`config.mk`:
```
export PLATFORM = sky130hd
export DESIGN_NAME = fetch_predict_unit
export DESIGN_NICKNAME = d
export VERILOG_FILES = /design/src/rtl/fetch_pkg.sv /design/src/rtl/btb_table.sv /design/src/rtl/fetch_predict_unit.sv
export SDC_FILE = /design/constraint.sdc
export NUM_CORES = 1
export LEC_CHECK = 0
export ABC_AREA = 0
export CAP_MARGIN = 40
export CORE_UTILIZATION = 35
export DETAILED_ROUTE_END_ITERATION = 8
export SKIP_CTS_REPAIR_TIMING = 1
export SYNTH_ARGS = -nofsm -noshare
export SYNTH_HDL_FRONTEND = slang
export SYNTH_HIERARCHICAL = 1
export SYNTH_SLANG_ARGS = --single-unit
```
`constraint.sdc`:
```
create_clock -name clock -period 17.66 [get_ports clock]
set_clock_uncertainty 0.15 [all_clocks]
set_input_delay 5.298 -clock clock [delete_from_list [all_inputs] [get_ports clock]]
set_output_delay 5.298 -clock clock [all_outputs]
set_load 0.005 [all_outputs]
```
`src/rtl/fetch_pkg.sv`:
```
// ============================================================================
//  Module   : fetch_pkg
//  Purpose  : Shared types, constants and helpers for the fetch/predict unit.
//             It holds the noop encoding, the 2-bit counter states, the
//             saturating counter functions and the BTB index/tag widths.
//  Revision : 1.0 - initial release
// ============================================================================
`default_nettype none

package fetch_pkg;

  // The noop instruction is the all-zero word.
  localparam int NOOP_INSN = 0;

  // 2-bit direction counter. Bit 1 set means "predict taken".
  typedef enum logic [1:0] {
    SNT = 2'b00,
    WNT = 2'b01,
    WT  = 2'b10,
    ST  = 2'b11
  } ctr_t;

  // Saturating increment: a counter at ST stays at ST.
  function automatic ctr_t ctr_inc(input ctr_t c);
    return (c == ST) ? ST : ctr_t'(c + 2'd1);
  endfunction

  // Saturating decrement: a counter at SNT stays at SNT.
  function automatic ctr_t ctr_dec(input ctr_t c);
    return (c == SNT) ? SNT : ctr_t'(c - 2'd1);
  endfunction

  // Number of PC bits that index the BTB.
  function automatic int btb_idx_w(input int entries);
    return $clog2(entries);
  endfunction

  // Number of PC bits kept as the tag.
  function automatic int btb_tag_w(input int addr_w, input int entries);
    return addr_w - $clog2(entries);
  endfunction

endpackage

`default_nettype wire

```
`src/rtl/btb_table.sv`:
```
// ============================================================================
//  Module   : btb_table
//  Purpose  : Direct-mapped branch target buffer. It has one combinational
//             lookup port and one synchronous training port. Reset clears
//             every valid bit and sets every counter to weakly not-taken.
//  Revision : 1.0 - initial release
// ============================================================================
`default_nettype none

module btb_table
  import fetch_pkg::*;
#(
  parameter int ADDR_W  = 32,
  parameter int ENTRIES = 16
) (
  input  logic              clock,
  input  logic              reset,
  input  logic [ADDR_W-1:0] rd_pc,
  output logic              rd_pred_taken,
  output logic [ADDR_W-1:0] rd_target,
  input  logic              wr_valid,
  input  logic [ADDR_W-1:0] wr_pc,
  input  logic              wr_taken,
  input  logic [ADDR_W-1:0] wr_target
);

  localparam int IDX_W = btb_idx_w(ENTRIES);
  localparam int TAG_W = btb_tag_w(ADDR_W, ENTRIES);

  logic              r_valid  [ENTRIES];
  logic [TAG_W-1:0]  r_tag    [ENTRIES];
  logic [ADDR_W-1:0] r_target [ENTRIES];
  ctr_t              r_ctr    [ENTRIES];

  logic [IDX_W-1:0] w_rd_idx;
  logic [TAG_W-1:0] w_rd_tag;
  logic [IDX_W-1:0] w_wr_idx;
  logic [TAG_W-1:0] w_wr_tag;
  logic             w_rd_hit;
  logic             w_wr_hit;

  assign w_rd_idx = rd_pc[IDX_W-1:0];
  assign w_rd_tag = rd_pc[ADDR_W-1:IDX_W];
  assign w_wr_idx = wr_pc[IDX_W-1:0];
  assign w_wr_tag = wr_pc[ADDR_W-1:IDX_W];

  // The lookup reads the stored arrays, so it always sees pre-update contents.
  assign w_rd_hit      = r_valid[w_rd_idx] && (r_tag[w_rd_idx] == w_rd_tag);
  assign rd_pred_taken = w_rd_hit && r_ctr[w_rd_idx][1];
  assign rd_target     = r_target[w_rd_idx];

  assign w_wr_hit = r_valid[w_wr_idx] && (r_tag[w_wr_idx] == w_wr_tag);

  // Training: on a hit, move the counter (and retarget when taken). On a miss, allocate only when taken.
  always_ff @(posedge clock) begin
    if (reset) begin
      for (int i = 0; i < ENTRIES; i++) begin
        r_valid[i] <= 1'b0;
        r_ctr[i]   <= WNT;
      end
    end else if (wr_valid) begin
      if (w_wr_hit) begin
        if (wr_taken) begin
          r_ctr[w_wr_idx]    <= ctr_inc(r_ctr[w_wr_idx]);
          r_target[w_wr_idx] <= wr_target;
        end else begin
          r_ctr[w_wr_idx] <= ctr_dec(r_ctr[w_wr_idx]);
        end
      end else if (wr_taken) begin
        r_valid[w_wr_idx]  <= 1'b1;
        r_tag[w_wr_idx]    <= w_wr_tag;
        r_target[w_wr_idx] <= wr_target;
        r_ctr[w_wr_idx]    <= WT;
      end
    end
  end

endmodule

`default_nettype wire

```
`src/rtl/fetch_predict_unit.sv`:
```
// ============================================================================
//  Module   : fetch_predict_unit
//  Purpose  : Fetch stage. It holds the PC, predicts the next PC from a BTB
//             and registers the fetch/decode latch. A redirect replaces the
//             latched instruction with a noop.
//  Options  : FETCH_PERF_EN adds saturating 32-bit performance counters.
//  Revision : 1.0 - initial release
// ============================================================================
`default_nettype none

module fetch_predict_unit
  import fetch_pkg::*;
#(
  parameter int                ADDR_W      = 32,
  parameter int                INSN_W      = 32,
  parameter int                IMEM_ADDR_W = 12,
  parameter int                BTB_ENTRIES = 16,
  parameter logic [ADDR_W-1:0] RESET_PC    = '0
) (
  input  logic                   clock,
  input  logic                   reset,
  input  logic                   stall,
  output logic [IMEM_ADDR_W-1:0] imem_addr,
  input  logic [INSN_W-1:0]      imem_data,
  input  logic                   redirect_valid,
  input  logic [ADDR_W-1:0]      redirect_pc,
  input  logic                   upd_valid,
  input  logic [ADDR_W-1:0]      upd_pc,
  input  logic                   upd_taken,
  input  logic [ADDR_W-1:0]      upd_target,
  output logic [ADDR_W-1:0]      fd_pc,
  output logic [INSN_W-1:0]      fd_ir,
  output logic                   fd_pred_taken,
  output logic [ADDR_W-1:0]      fd_pred_target
`ifdef FETCH_PERF_EN
  ,
  output logic [31:0]            perf_fetched,
  output logic [31:0]            perf_redirects,
  output logic [31:0]            perf_btb_hits
`endif
);

  localparam logic [INSN_W-1:0] c_noop = INSN_W'(NOOP_INSN);

  logic [ADDR_W-1:0] r_pc;
  logic [ADDR_W-1:0] r_fd_pc;
  logic [INSN_W-1:0] r_fd_ir;
  logic              r_fd_pred_taken;
  logic [ADDR_W-1:0] r_fd_pred_target;

  logic              w_pred_taken;
  logic [ADDR_W-1:0] w_btb_target;
  logic [ADDR_W-1:0] w_pc_plus1;
  logic [ADDR_W-1:0] w_next_pc;

  btb_table #(
    .ADDR_W  (ADDR_W),
    .ENTRIES (BTB_ENTRIES)
  ) u_btb (
    .clock         (clock),
    .reset         (reset),
    .rd_pc         (r_pc),
    .rd_pred_taken (w_pred_taken),
    .rd_target     (w_btb_target),
    .wr_valid      (upd_valid),
    .wr_pc         (upd_pc),
    .wr_taken      (upd_taken),
    .wr_target     (upd_target)
  );

  assign w_pc_plus1 = r_pc + ADDR_W'(1);
  assign w_next_pc  = w_pred_taken ? w_btb_target : w_pc_plus1;
  assign imem_addr  = r_pc[IMEM_ADDR_W-1:0];

  assign fd_pc          = r_fd_pc;
  assign fd_ir          = r_fd_ir;
  assign fd_pred_taken  = r_fd_pred_taken;
  assign fd_pred_target = r_fd_pred_target;

  // PC register. Priority is reset, then redirect (even when stalled), then stall, then the predicted next PC.
  always_ff @(posedge clock) begin
    if (reset) begin
      r_pc <= RESET_PC;
    end else if (redirect_valid) begin
      r_pc <= redirect_pc;
    end else if (!stall) begin
      r_pc <= w_next_pc;
    end
  end

  // Fetch/decode latch. A redirect squashes the latch to a noop, and a stall holds it.
  always_ff @(posedge clock) begin
    if (reset) begin
      r_fd_ir          <= c_noop;
      r_fd_pc          <= RESET_PC;
      r_fd_pred_taken  <= 1'b0;
      r_fd_pred_target <= '0;
    end else if (redirect_valid) begin
      r_fd_ir          <= c_noop;
      r_fd_pc          <= '0;
      r_fd_pred_taken  <= 1'b0;
      r_fd_pred_target <= '0;
    end else if (!stall) begin
      r_fd_ir          <= imem_data;
      r_fd_pc          <= w_pc_plus1;
      r_fd_pred_taken  <= w_pred_taken;
      r_fd_pred_target <= w_next_pc;
    end
  end

`ifdef FETCH_PERF_EN
  logic [31:0] r_perf_fetched;
  logic [31:0] r_perf_redirects;
  logic [31:0] r_perf_btb_hits;
  logic        w_fetch_accept;

  assign w_fetch_accept = !stall && !redirect_valid;

  assign perf_fetched   = r_perf_fetched;
  assign perf_redirects = r_perf_redirects;
  assign perf_btb_hits  = r_perf_btb_hits;

  // Saturating event counters: accepted fetches, redirects, and taken BTB hits that steered the PC.
  always_ff @(posedge clock) begin
    if (reset) begin
      r_perf_fetched   <= '0;
      r_perf_redirects <= '0;
      r_perf_btb_hits  <= '0;
    end else begin
      if (w_fetch_accept && (r_perf_fetched != '1))
        r_perf_fetched <= r_perf_fetched + 32'd1;
      if (redirect_valid && (r_perf_redirects != '1))
        r_perf_redirects <= r_perf_redirects + 32'd1;
      if (w_fetch_accept && w_pred_taken && (r_perf_btb_hits != '1))
        r_perf_btb_hits <= r_perf_btb_hits + 32'd1;
    end
  end
`endif

endmodule

`default_nettype wire

```
==> results.sh <==
export IMPL_slew_violations=0
export IMPL_final_common_cell="edfxtp_1"
export IMPL_core_area_um2=140000
export IMPL_rsz0062_at_grt="no"
export IMPL_multiInputGateArea_um2=15900
export IMPL_die_h_um=378
export IMPL_cp_arrival_ps=10440
export IMPL_tightestPinTransition_ps=927
export IMPL_io_pins=243
export IMPL_syn_inst=2824
export IMPL_mostFrequentLayoutCells="edfxtp_1 (992), mux4_2 (358), clkdlybuf4s50_1 (235)"
export IMPL_hold_path_class="reg2reg"
export IMPL_setup_tns_ps=0
export IMPL_cts_tree="yes"
export IMPL_ys_types=89
export IMPL_ys_ff_latch=1137
export IMPL_synth_top_area_share_pct=60.1
export IMPL_register_area_um2=32700
export IMPL_rows=137
export IMPL_final_area_um2=58200
export IMPL_vias=29000
export IMPL_syn_avg_cell_area_um2=17.6
export IMPL_peakVddDrop_mv=0.0861
export IMPL_numCtsBuffers=116
export IMPL_drc=0
export IMPL_worstSkewPairLatency_ps=760
export IMPL_drt_iter0_markers=2872
export IMPL_worstSetupPathType="in2reg"
export IMPL_yosysSeqAreaShare_pct=66.0
export IMPL_max_cap_viol_count=0
export IMPL_first_pass_iters=6
export IMPL_max_freq_ghz=0.0978
export IMPL_syn2layout_area_growth_pct=17.5
export IMPL_grt_pass1_vias=28600
export IMPL_period_needed_ps=10220
export IMPL_setup_viol=0
export IMPL_viasPerCell=5.74
export IMPL_worstPathRequired_ps=17880
export IMPL_synth_edff_count=992
export IMPL_synth_area_leaders="edfxtp_1 (60%), mux4_2 (16%), dfxtp_1 (5.9%)"
export IMPL_relSlewSlack_pct=37.9
export IMPL_drive_above_1_share_pct=23.7
export IMPL_hold_slack_ps=299
export IMPL_path_max_fanout=47
export IMPL_cts_sinks=1137
export IMPL_fin_nets=3204
export IMPL_dp_cells=4827
export IMPL_hold_viol_final=0
export IMPL_start_util_pct=35.4
export IMPL_root_buffer="clkbuf_16"
export IMPL_worstSetupStartpointType="primary input"
export IMPL_period_share_pct=57.9
export IMPL_antenna_found_initial=19
export IMPL_yosysWarningCount=6
export IMPL_syn_nets=2959
export IMPL_synth_async_reset_ratio_pct=0
export IMPL_die_w_um=378
export IMPL_die_area_um2=143000
export IMPL_p_leak_nw=18.4
export IMPL_placedInstanceArea_um2=54300
export IMPL_worstSetupEndpointType="flop"
export IMPL_grt_pass1_wl_um=211000
export IMPL_clk_pin_slew_worst_paths_ps=60
export IMPL_finalPower_mw=5.99
export IMPL_portBuffers=242
export IMPL_grt_max_degree=80
export IMPL_synth_top_area_cell="edfxtp_1"
export IMPL_place_gp_congestion=0.870
export IMPL_grtUsageTotal_pct=20.5
export IMPL_wl_per_cell_um=29.3
export IMPL_p_per_area_nw_per_um2=103
export IMPL_n_fill_cell=12400
export IMPL_syn_area_um2=49600
export IMPL_cts_path_max_buffers=3
export IMPL_instances_no_fill=5051
export IMPL_yosys_most_used_dff="edfxtp_1"
export IMPL_h_tree_depth=3
export IMPL_grt_overflow_total=0
export IMPL_dp_hpwl_um=91100
export IMPL_drt_total_wl_um=148000
export IMPL_run_status="completed"
export IMPL_final_antenna_net_count=0
[worst paths after layout]
kind,from,to,slack [ps],depth (start not counted)
max,upd_pc[1],u_btb/r_tag[10][3]$_DFFE_PP_,7440,14
max reg2reg,r_pc[0]$_SDFFE_PP0P_,fd_pred_target[13]$_SDFFE_PP0N_,11390,14
min reg2reg,fd_pred_target[24]$_SDFFE_PP0N_,fd_pred_target[24]$_SDFFE_PP0N_,300,2
min,fd_pred_target[24]$_SDFFE_PP0N_,fd_pred_target[24]$_SDFFE_PP0N_,300,2
[where the power goes]
group / switching (mW) / leakage, nW / internal, mW
combinational: 0.282 / 6.39 / 0.218
sequential: 0.0309 / 10.1 / 2.95
clock: 1.09 / 1.91 / 1.43
[cell type report]
class / count / area share [%]
sequential: 1137 / 56.2
multi-input combinational: 1445 / 27.3
timing repair buffer: 341 / 5.54
clock buffer: 150 / 5.39
tap: 1876 / 4.03
clock inverter: 70 / 1.34
inverter: 28 / 0.180
antenna: 4 / 0.0172
[Yosys cell counts, drive strengths merged (7+ instances only)]
| cell type | n |
|---|---|
| o21a | 7 |
| nand2b | 17 |
| o211ai | 30 |
| a22oi | 48 |
| clkbuf | 99 |
| and3 | 12 |
| nand3 | 16 |
| a22o | 13 |
| dfxtp | 145 |
| mux2 | 28 |
| buf | 115 |
| o21ai | 52 |
| o32ai | 18 |
| xnor2 | 45 |
| o31a | 7 |
| nand4 | 22 |
| inv | 25 |
| nor4 | 17 |
| xor2 | 35 |
| a211oi | 21 |
| a221oi | 15 |
| mux4 | 362 |
| nor3 | 38 |
| nor2b | 16 |
| and2 | 8 |
| a21oi | 72 |
| a21o | 15 |
| or3 | 9 |
| o22ai | 15 |
| mux2i | 171 |
| nor2 | 124 |
| edfxtp | 992 |
| a31oi | 10 |
| nand2 | 126 |
[metal layers]
layer  GRT usage (%)  wire length (um)  up-vias
li1                -                 -    12100
met1            28.2             61900    15400
met2            32.6             70300     1262
met3            4.22             11400      248
met4            6.00              4250       20
met5               0               130        -
[metrics by stage]
stage          setup WS [ps]  util, %
2_1_floorplan           7560        -
3_3_place_gp            6780     38.7
3_5_place_dp            6730     38.8
4_1_cts                 7510     41.6
5_1_grt                 7220     41.6
6_report                7440     41.6
[critical path, cell delays in order]
cell     delay [ps]
buf_4           610
buf_4           730
nor2b_1         820
buf_4           310
a22oi_1         100
nand3_1         110
a21oi_1         110
a32o_1          300
and2_1          200
nand4_4         210
nand2_1          90
buf_4           290
nor3_2          580
buf_4           560
[flip-flops by register name (all words and copies together), names as in the netlist]
register and cells:
fd_ir 32, fd_pc 32, fd_pred_taken 1, fd_pred_target 32, r_pc 32, u_btb/r_ctr 32, u_btb/r_tag 448, u_btb/r_target 512
u_btb/r_valid 16
[cells by family after synthesis]
family / Yosys count / share of synthesized area (%)
XOR/XNOR: 80 / 1.43
multiplexers: 561 / 20.6
adder cells (fa/ha/maj): 1 / 0.0252
buffers and inverters: 242 / 2.38
AND/OR/NAND/NOR: 434 / 4.31
AO/OA/AOI/OAI: 369 / 5.32
flip-flops: 1137 / 66.0
(Power assumes the default switching activity.)
